--- config.mk ---
export PLATFORM = sky130hd
export DESIGN_NAME = ps2_key_tracker
export DESIGN_NICKNAME = d
export VERILOG_FILES = /design/src/rtl/ps2_key_tracker.sv
export SDC_FILE = /design/constraint.sdc
export NUM_CORES = 1
export LEC_CHECK = 0
export BUFFER_PORTS_ARGS = -buffer_cell sky130_fd_sc_hd__buf_2
export CORE_MARGIN = 4
export CORE_UTILIZATION = 60
export CTS_BUF_LIST = sky130_fd_sc_hd__clkbuf_4 sky130_fd_sc_hd__clkbuf_8
export DETAILED_ROUTE_END_ITERATION = 10
export PLACE_DENSITY = 0.84
export REMOVE_ABC_BUFFERS = 1
export SYNTH_ARGS = -nofsm -noshare
export SYNTH_HDL_FRONTEND = slang
export SYNTH_SLANG_ARGS = --single-unit
--- constraint.sdc ---
create_clock -name CLOCK_50 -period 5 [get_ports CLOCK_50]
set_input_delay 0.25 -clock CLOCK_50 [delete_from_list [all_inputs] [get_ports CLOCK_50]]
set_output_delay 0.25 -clock CLOCK_50 [all_outputs]
set_load 0.02 [all_outputs]
--- src/rtl/ps2_key_tracker.sv ---
`timescale 1ns/1ps
// ps2_key_tracker: decodes PS/2 set-2 scan bytes into held-key state, stretched press/release pulses and an event FIFO.
// Latency: key_state, pulse start and ev_valid change on the clock edge after the rx_valid cycle (no FIFO bypass).
// Backpressure: ev_ready pops the FIFO; a push into a full FIFO with no same-cycle pop is dropped and sets sticky overflow.
//
// Ports:
//   CLOCK_50      system clock; every register is on its rising edge
//   reset         synchronous, active-high; wins over a simultaneous rx_valid
//   rx_data/rx_valid  received byte and its one-clock qualifier
//   key_state     one bit per tracked key, 1 while held
//   press_pulse / release_pulse  high for PULSE_CYCLES clocks after a press / release
//   ev_data/ev_valid/ev_ready    {is_make, key_index} events, popped on ev_valid & ev_ready
//   overflow      sticky: an event was dropped
// Build option: define KEY_EVENT_FIFO_EN to include the event FIFO; otherwise ev_* and overflow are tied to 0.

`ifndef keyTilda
`define keyTilda     0
`define keyNum1      1
`define keyNum2      2
`define keyNum3      3
`define keyNum4      4
`define keyNum5      5
`define keyNum6      6
`define keyNum7      7
`define keyNum8      8
`define keyNum9      9
`define keyNum0      10
`define keyQ         11
`define keyW         12
`define keyE         13
`define keyR         14
`define keyT         15
`define keyY         16
`define keyU         17
`define keyI         18
`define keyO         19
`define keyP         20
`define keyA         21
`define keyS         22
`define keyD         23
`define keyF         24
`define keyG         25
`define keyH         26
`define keyJ         27
`define keySpacebar  28
`endif

module ps2_key_tracker #(
    parameter int NUM_KEYS     = 29,
    parameter int FIFO_DEPTH   = 8,
    parameter int PULSE_CYCLES = 16
) (
    input  logic                        CLOCK_50,
    input  logic                        reset,
    input  logic [7:0]                  rx_data,
    input  logic                        rx_valid,
    output logic [NUM_KEYS-1:0]         key_state,
    output logic                        press_pulse,
    output logic                        release_pulse,
    output logic [$clog2(NUM_KEYS):0]   ev_data,
    output logic                        ev_valid,
    input  logic                        ev_ready,
    output logic                        overflow
);

    localparam int IW = $clog2(NUM_KEYS);
    localparam int EW = IW + 1;
    localparam int CW = $clog2(PULSE_CYCLES + 1);

    typedef enum logic [1:0] {
        IDLE   = 2'd0,
        BRK    = 2'd1,
        EXT    = 2'd2,
        EXTBRK = 2'd3
    } state_t;

    state_t state_q, state_d;

    logic [NUM_KEYS-1:0] key_state_q, key_state_d;
    logic [CW-1:0]       press_cnt_q, press_cnt_d;
    logic [CW-1:0]       rel_cnt_q, rel_cnt_d;

    // Scan code -> key index lookup
    logic       map_hit;
    logic [4:0] map_idx;

    always_comb begin
        map_hit = 1'b1;
        map_idx = 5'd0;
        case (rx_data)
            8'h0E: map_idx = 5'(`keyTilda);
            8'h16: map_idx = 5'(`keyNum1);
            8'h1E: map_idx = 5'(`keyNum2);
            8'h26: map_idx = 5'(`keyNum3);
            8'h25: map_idx = 5'(`keyNum4);
            8'h2E: map_idx = 5'(`keyNum5);
            8'h36: map_idx = 5'(`keyNum6);
            8'h3D: map_idx = 5'(`keyNum7);
            8'h3E: map_idx = 5'(`keyNum8);
            8'h46: map_idx = 5'(`keyNum9);
            8'h45: map_idx = 5'(`keyNum0);
            8'h15: map_idx = 5'(`keyQ);
            8'h1D: map_idx = 5'(`keyW);
            8'h24: map_idx = 5'(`keyE);
            8'h2D: map_idx = 5'(`keyR);
            8'h2C: map_idx = 5'(`keyT);
            8'h35: map_idx = 5'(`keyY);
            8'h3C: map_idx = 5'(`keyU);
            8'h43: map_idx = 5'(`keyI);
            8'h44: map_idx = 5'(`keyO);
            8'h4D: map_idx = 5'(`keyP);
            8'h1C: map_idx = 5'(`keyA);
            8'h1B: map_idx = 5'(`keyS);
            8'h23: map_idx = 5'(`keyD);
            8'h2B: map_idx = 5'(`keyF);
            8'h34: map_idx = 5'(`keyG);
            8'h33: map_idx = 5'(`keyH);
            8'h3B: map_idx = 5'(`keyJ);
            8'h29: map_idx = 5'(`keySpacebar);
            default: map_hit = 1'b0;
        endcase
    end

    // A smaller NUM_KEYS simply leaves the upper codes unmapped.
    logic                key_hit;
    logic [NUM_KEYS-1:0] key_onehot;
    logic                key_is_set;

    assign key_hit    = map_hit && (32'(map_idx) < 32'(NUM_KEYS));
    assign key_onehot = NUM_KEYS'(1) << map_idx;
    assign key_is_set = |(key_state_q & key_onehot);

    // Decode FSM; make/break strobes are gated by reset so reset wins.
    logic make_vld, brk_vld;

    always_comb begin
        state_d  = state_q;
        make_vld = 1'b0;
        brk_vld  = 1'b0;
        if (rx_valid && !reset) begin
            case (state_q)
                IDLE: begin
                    if (rx_data == 8'hF0)      state_d = BRK;
                    else if (rx_data == 8'hE0) state_d = EXT;
                    else if (key_hit)          make_vld = 1'b1;
                end
                BRK: begin
                    if (rx_data != 8'hF0) begin
                        state_d = IDLE;
                        brk_vld = key_hit;
                    end
                end
                EXT: begin
                    if (rx_data == 8'hF0) state_d = EXTBRK;
                    else                  state_d = IDLE;
                end
                default: state_d = IDLE;
            endcase
        end
    end

    // Typematic repeats and breaks of released keys produce nothing.
    logic press_ev, release_ev;
    assign press_ev   = make_vld && !key_is_set;
    assign release_ev = brk_vld && key_is_set;

    always_comb begin
        key_state_d = key_state_q;
        if (press_ev)   key_state_d = key_state_q | key_onehot;
        if (release_ev) key_state_d = key_state_q & ~key_onehot;
    end

    // Pulse stretchers: reload on each event, count down to zero.
    always_comb begin
        press_cnt_d = press_cnt_q;
        rel_cnt_d   = rel_cnt_q;
        if (press_ev)                press_cnt_d = CW'(PULSE_CYCLES);
        else if (press_cnt_q != '0)  press_cnt_d = press_cnt_q - CW'(1);
        if (release_ev)              rel_cnt_d = CW'(PULSE_CYCLES);
        else if (rel_cnt_q != '0)    rel_cnt_d = rel_cnt_q - CW'(1);
    end

    always_ff @(posedge CLOCK_50) begin
        if (reset) begin
            state_q     <= IDLE;
            key_state_q <= '0;
            press_cnt_q <= '0;
            rel_cnt_q   <= '0;
        end else begin
            state_q     <= state_d;
            key_state_q <= key_state_d;
            press_cnt_q <= press_cnt_d;
            rel_cnt_q   <= rel_cnt_d;
        end
    end

    assign key_state     = key_state_q;
    assign press_pulse   = (press_cnt_q != '0);
    assign release_pulse = (rel_cnt_q != '0);

`ifdef KEY_EVENT_FIFO_EN
    localparam int AW = $clog2(FIFO_DEPTH);

    logic [EW-1:0] mem_q [FIFO_DEPTH];
    logic [AW-1:0] wr_ptr_q, rd_ptr_q;
    logic [AW:0]   count_q;
    logic          overflow_q;

    logic          push, pop, full, do_write;
    logic [EW-1:0] push_dat;

    assign push     = press_ev || release_ev;
    assign push_dat = {press_ev, IW'(map_idx)};
    // Pop only qualifies on a non-empty FIFO, so push+pop while empty is a plain push.
    assign pop      = (count_q != '0) && ev_ready;
    assign full     = (count_q == (AW+1)'(FIFO_DEPTH));
    // While full, a same-cycle pop frees the slot being written.
    assign do_write = push && (!full || pop);

    always_ff @(posedge CLOCK_50) begin
        if (do_write) mem_q[wr_ptr_q] <= push_dat;
    end

    always_ff @(posedge CLOCK_50) begin
        if (reset) begin
            wr_ptr_q   <= '0;
            rd_ptr_q   <= '0;
            count_q    <= '0;
            overflow_q <= 1'b0;
        end else begin
            if (do_write) wr_ptr_q <= wr_ptr_q + AW'(1);
            if (pop)      rd_ptr_q <= rd_ptr_q + AW'(1);
            if (do_write && !pop)      count_q <= count_q + (AW+1)'(1);
            else if (!do_write && pop) count_q <= count_q - (AW+1)'(1);
            if (push && !do_write)     overflow_q <= 1'b1;
        end
    end

    // Masked when empty so the output reads zero out of reset.
    assign ev_valid = (count_q != '0);
    assign ev_data  = ev_valid ? mem_q[rd_ptr_q] : '0;
    assign overflow = overflow_q;
`else
    logic unused_ev_ready;
    assign unused_ev_ready = ev_ready;
    assign ev_valid = 1'b0;
    assign ev_data  = '0;
    assign overflow = 1'b0;
`endif

endmodule

# ---- Word-level counts from Yosys, hierarchy flattened
# Cells that the tools add are included.
dict set report classes {
  n_mux 21
  mul 0
  eq_ne 36
  n_lt_le_gt_ge 1
  n_bitwise 4
  reduce_logical 17
  addsub 2
  shifts 1
  div 0
}
# cell n
set ops {}
lappend ops {{$pmux W5 S28} 1}
lappend ops {{$eq A8 B6 Y1 const B} 17}
lappend ops {{$and A29 B29 Y29} 2}
lappend ops {{$mux W29} 2}
lappend ops {{$reduce_or A29 Y1} 2}
lappend ops {{$eq A8 B5 Y1 const B} 6}
lappend ops {{$eq A8 B7 Y1 const B} 5}
lappend ops {{$not A29 Y29} 1}
lappend ops {{$or A29 B29 Y29} 1}
lappend ops {{$shl A1 B5 Y29 const A} 1}
lappend ops {{$mux W5} 4}
lappend ops {{$eq A8 B8 Y1 const B} 2}
lappend ops {{$reduce_bool A5 Y1} 2}
lappend ops {{$sub A5 B1 Y5 const B} 2}
lappend ops {{$mux W1} 9}
lappend ops {{$eq A8 B4 Y1 const B} 1}
lappend ops {{$mux W2} 4}
lappend ops {{$ne A8 B8 Y1 const B} 1}
lappend ops {{$pmux W2 S3} 1}
lappend ops {{$reduce_bool A2 Y1} 3}
lappend ops {{$lt A5 B5 Y1 const B} 1}
lappend ops {{$logic_and A1 B1 Y1} 4}
lappend ops {{$reduce_or A2 Y1} 2}
lappend ops {{$ne A3 B3 Y1 const B} 1}
lappend ops {{other kinds (6)} 7}
dict set report word_totals {
  output_inout_bits 39
  romBits 0
  n_memories 0
  latchBits 0
  register_bits 41
  ramBits 0
}

# ---- Logic depth before layout (Yosys ltp)
dict set report depth {
  ltp_word 12
  mapped_depth 13
  depth_no_buf 8
}

# ---- Worst setup path before layout
# No wires, ideal clock.
dict set report synth_path {
  path_type {in2reg}
  start {input rx_data[7]}
  end {register with a tool-made name}
  stages 12
  t_arrival_ns 2.625
  slack_ns 2.290
  n_path_buf 4
  setup_ns 0.086
  cell_sequence {buf_2 -> or4b_4 -> buf_6 -> nor3_4 -> o21bai_1 -> nor4b_1 -> and4b_1 -> nor4b_2 -> buf_4 -> buf_6 -> a21oi_1 -> a211oi_1}
}
# item line
set synth_lines {}
lappend synth_lines {{start: declaration} 55} ;# input logic [7:0] rx_data,

# ---- Worst setup path after layout
dict set report layout_path {
  start {input rx_data[3]}
  end {register rel_cnt_q[1]}
}
dict set report layout_via {
  elab_chain_len 9
  word_cells_on_any_way 43
}
# item line
set layout_lines {}
lappend layout_lines {{$eq A8 B6 Y1, or another cell as far along} 90} ;# case (rx_data)
lappend layout_lines {{$pmux W5 S28 or $reduce_or A29 Y1 (tied branches)} --}
lappend layout_lines {{$lt A5 B5 Y1 or $mux W1 (tied branches)} {129, 90}}
lappend layout_lines {{$logic_and A1 B1 Y1} 129} ;# assign key_hit = map_hit && (32'(map_idx) < 32'(NUM_KEYS));
lappend layout_lines {{$mux W1} 148} ;# if (rx_data != 8'hF0) begin
lappend layout_lines {{$mux W1} 141} ;# case (state_q)
lappend layout_lines {{$mux W1} 140} ;# if (rx_valid && !reset) begin
lappend layout_lines {{$logic_and A1 B1 Y1 (*)} 165} ;# assign release_ev = brk_vld && key_is_set;
lappend layout_lines {{$reduce_or A2 Y1 (no line) (*)} --}
lappend layout_lines {{end signal: assignment} 193} ;# rel_cnt_q <= rel_cnt_d;
lappend layout_lines {{end: declaration} 81} ;# logic [CW-1:0] rel_cnt_q, rel_cnt_d;
# Mark *: on every way between the ends. The rest lies on a longest branch, timed or not.
# A chain may end at the register's enable or synchronous reset.

==> flow_summary_export.csv <==
group,metric,value,unit
run_status,status,"completed",
cells_and_area,n_fill_cell,453,
clock_tree,tritoncts,"done",
detailed_routing,first_pass_iters,6,
sta,relSlewSlack,36.3,%
clock_tree,cts_setup_buffers,0,
placement,place.gp.congestion,0.943,
floorplanning,core,0.00482,sq mm
placement,placed_area,0.00315,sq mm
global_routing,grt_pass1_wl,14100,microns
clock_tree,cts_sinks,41,
setup_path,path_buf_inv,3,
setup_path,cp_data_required_time,5.18,ns
detailed_routing,vias_per_cell,6.85,
setup_path,path_class,"in -> reg",
floorplanning,die_area,0.00624,sq mm
floorplanning,io_pins,51,
sta,post-route-period-util,73.1,%
synth,synthArstFlopShare,0,%
synth,synth_xor_area_share,2.32,%
detailed_routing,wl,8650,microns
cells_and_area,fin_nets,402,
synth,seq_area_frac_synth,27.1,%
sta,fmaxAchievable,0.274,GHz
synth,synthMuxAreaShare,2.36,%
synth,synth.largest_area_cell,"dfxtp_1",
detailed_routing,drt.antenna.violating_nets,0,
global_routing,grt_pass1_vias,2812,
placement,dp_hpwl,5920,microns
synth,yosys.area_share.simple,31.9,%
global_routing,grt_max_degree,43,
setup_path,critPathTopFamily,"simple AND/OR/NAND/NOR gates",
clock_tree,ctsLongestPathBuffers,2,
placement,dp_cells,446,
detailed_routing,drc,0,
cells_and_area,stdcell_area,0.00327,sq mm
synth,synth_flop_cell,"dfxtp_1",
detailed_routing,first_iter_violations,314,
sta,rsz0062_at_grt,"false",
global_routing,grt-ovfl-total,0,
sta,finalSetupTns,0,ns
sta,finalHoldViolCount,0,
pwr,ir_drop,282,uV
sta,slew_violations,0,
cells_and_area,drive_gt1_share,18.6,%
synth,yosys_warnings,0,
detailed_routing,routedWlPerCell,19.1,microns
setup_path,slowest_delay,0.56,ns
clock_tree,clk_pin_slew,0.08,ns
setup_path,critPathCaptureType,"flop",
floorplanning,std_cell_rows,25,
synth,synth_cells,371,
synth,synth_cell_types,69,
detailed_routing,num_vias,3108,
pwr,p_leak,1.23,nW
synth,avgSynthCellArea,8.15,sq um
setup_path,cp.arrival,3.83,ns
clock_tree,cts_root_buffer,"clkbuf_8",
pwr,powerDensity,307,mW/mm^2
cells_and_area,num_antenna_cells,0,
floorplanning,start_util,62.8,%
synth,syn-cell-area,0.00302,sq mm
synth,synth-compound-area-share,25.3,%
floorplanning,fp.dieH,79.0,microns
synth,synth_edf_count,0,
sta,worst_slew_pin_slew,0.942,ns
cells_and_area,stdcell_count,454,
synth,netlist_top_cells_area,"dfxtp_1 27%, a211oi_1 5.0%, a21oi_1 4.5%, nor3_1 3.8%, a31oi_1 2.9%",
placement,portBuffers,41,
global_routing,antenna_found_initial,0,
synth,ys_ff_latch,41,
floorplanning,die_x,79.0,microns
run,maxCapViolations,0,
global_routing,grt_usage,28.3,%
hold_path,hp-class,"in -> reg",
setup_path,cp_slowest_cell,"buf_2",
clock_tree,htreeDepth,2,
synth,yosys.area.top_type_share,27.1,%
clock_tree,cts_hold_buf,0,
clock_tree,post_cts_resized,0,
setup_path,critPathLaunchType,"input port",
cells_and_area,area_growth,8.03,%
clock_tree,clk_latency,0.30,ns
setup_path,cp_max_fo,40,
clock_tree,cts_buffers,5,
synth,synth_fa_ha_area_share,1.65,%
setup_path,crit_path_cell_trace,"buf_2, clkinv_1, and3_1, o31ai_1, and3_4, and4b_1, nor4b_4, nor2_1, buf_4, a2111oi_0",
sta,final-setup-viol-count,0,
sta,fin_skew,0.00537,ns
sta,min_period,3.66,ns
synth,synth_top_family_by_area,"simple AND/OR/NAND/NOR gates",
[cell families after synthesis]
logic type	after synthesis
other cells	1
buf+inv	56
mux	7
compound gates	109
xor+xnor	8
fa+ha+maj	4
simple gates	145
flops	41
[placed cells by master, fill, tap and decap left out, drive strengths merged, types with 6 or more instances in the layout]
cell	Yosys	layout
buf	31	45
mux2i	6	6
nand2	15	15
nor3	27	27
nand3b	9	9
dfxtp	41	41
nor4b	10	10
a31oi	14	14
a21oi	27	27
xnor2	8	8
inv	11	11
clkbuf	13	7
nor2b	7	7
o21ai	9	9
nor2	21	21
a211oi	20	20
conb	1	8
nor4	8	8
[cell type report]
type,instances,area [sq um],area share (%)
clock buffers,7,90.1,2.76
clock inverters,1,30.0,0.919
inverters,12,45.0,1.38
multi-input cells,281,1960,60.1
flip-flops and latches,41,821,25.1
well taps,67,83.8,2.57
repair buffers,45,235,7.20
[layer usage]
layer	global-route usage, %	vias to the layer above	share of wire (%)
met3	6.80	15	9.5
met4	9.11	0	1.7
met5	0	-	0
li1	-	1426	-
met1	38.3	1482	42
met2	44.4	185	46
[path summary, 6_finish.rpt]
kind / from / endpoint / slack [ns] / cells after the start
worst max-delay path: rx_data[3] / rel_cnt_q[1] / 1.34 / 10
worst min-delay path: rx_valid / state_q[0] / 0.25 / 3
worst min register to register: flop / flop / 0.50 / 2
worst max register to register: flop / rel_cnt_q[1] / 2.14 / 9
[Yosys cell counts, types with 6 or more instances]
cell type  instances
buf_1              6
buf_2             14
nor4_1             7
buf_4              9
nand2_1           15
a21oi_1           27
clkbuf_1          13
xnor2_1            8
a31oi_1           14
nor2_1            21
inv_1             11
nor2b_1            7
nor3_1            23
dfxtp_1           41
o21ai_0            8
a211oi_1          20
mux2i_1            6
nand3b_1           9
[power by group]
part / switching [mW] / internal (mW)
logic: 0.189 / 0.129
clock network: 0.116 / 0.168
registers: 0.0322 / 0.367
[worst register-to-register path: stages, from the launching register on]
cell and delay [ns]:
dfxtp_1 0.34, mux2_1 0.29, a32o_1 0.26, o21ai_0 0.15, o211ai_1 0.14, a211o_1 0.34, nor4b_4 0.38, nor2_1 0.19
buf_4 0.28, a2111oi_0 0.38
[per-stage QoR]
stage | util (%) | hold WS [ns] | setup WS (ns) | total power [mW]
after global routing | 67.8 | 0.283 | 1.13 | 1.07
final | 67.8 | 0.254 | 1.34 | 1.00
after global placement | 65.3 | 0.471 | 1.22 | 0.710
after CTS | 67.8 | 0.259 | 1.37 | 1.00
after floorplan | - | 0.319 | 1.48 | 0.633
after detailed placement | 65.3 | 0.485 | 1.07 | 0.721
Power figures use the tool's default switching activity.
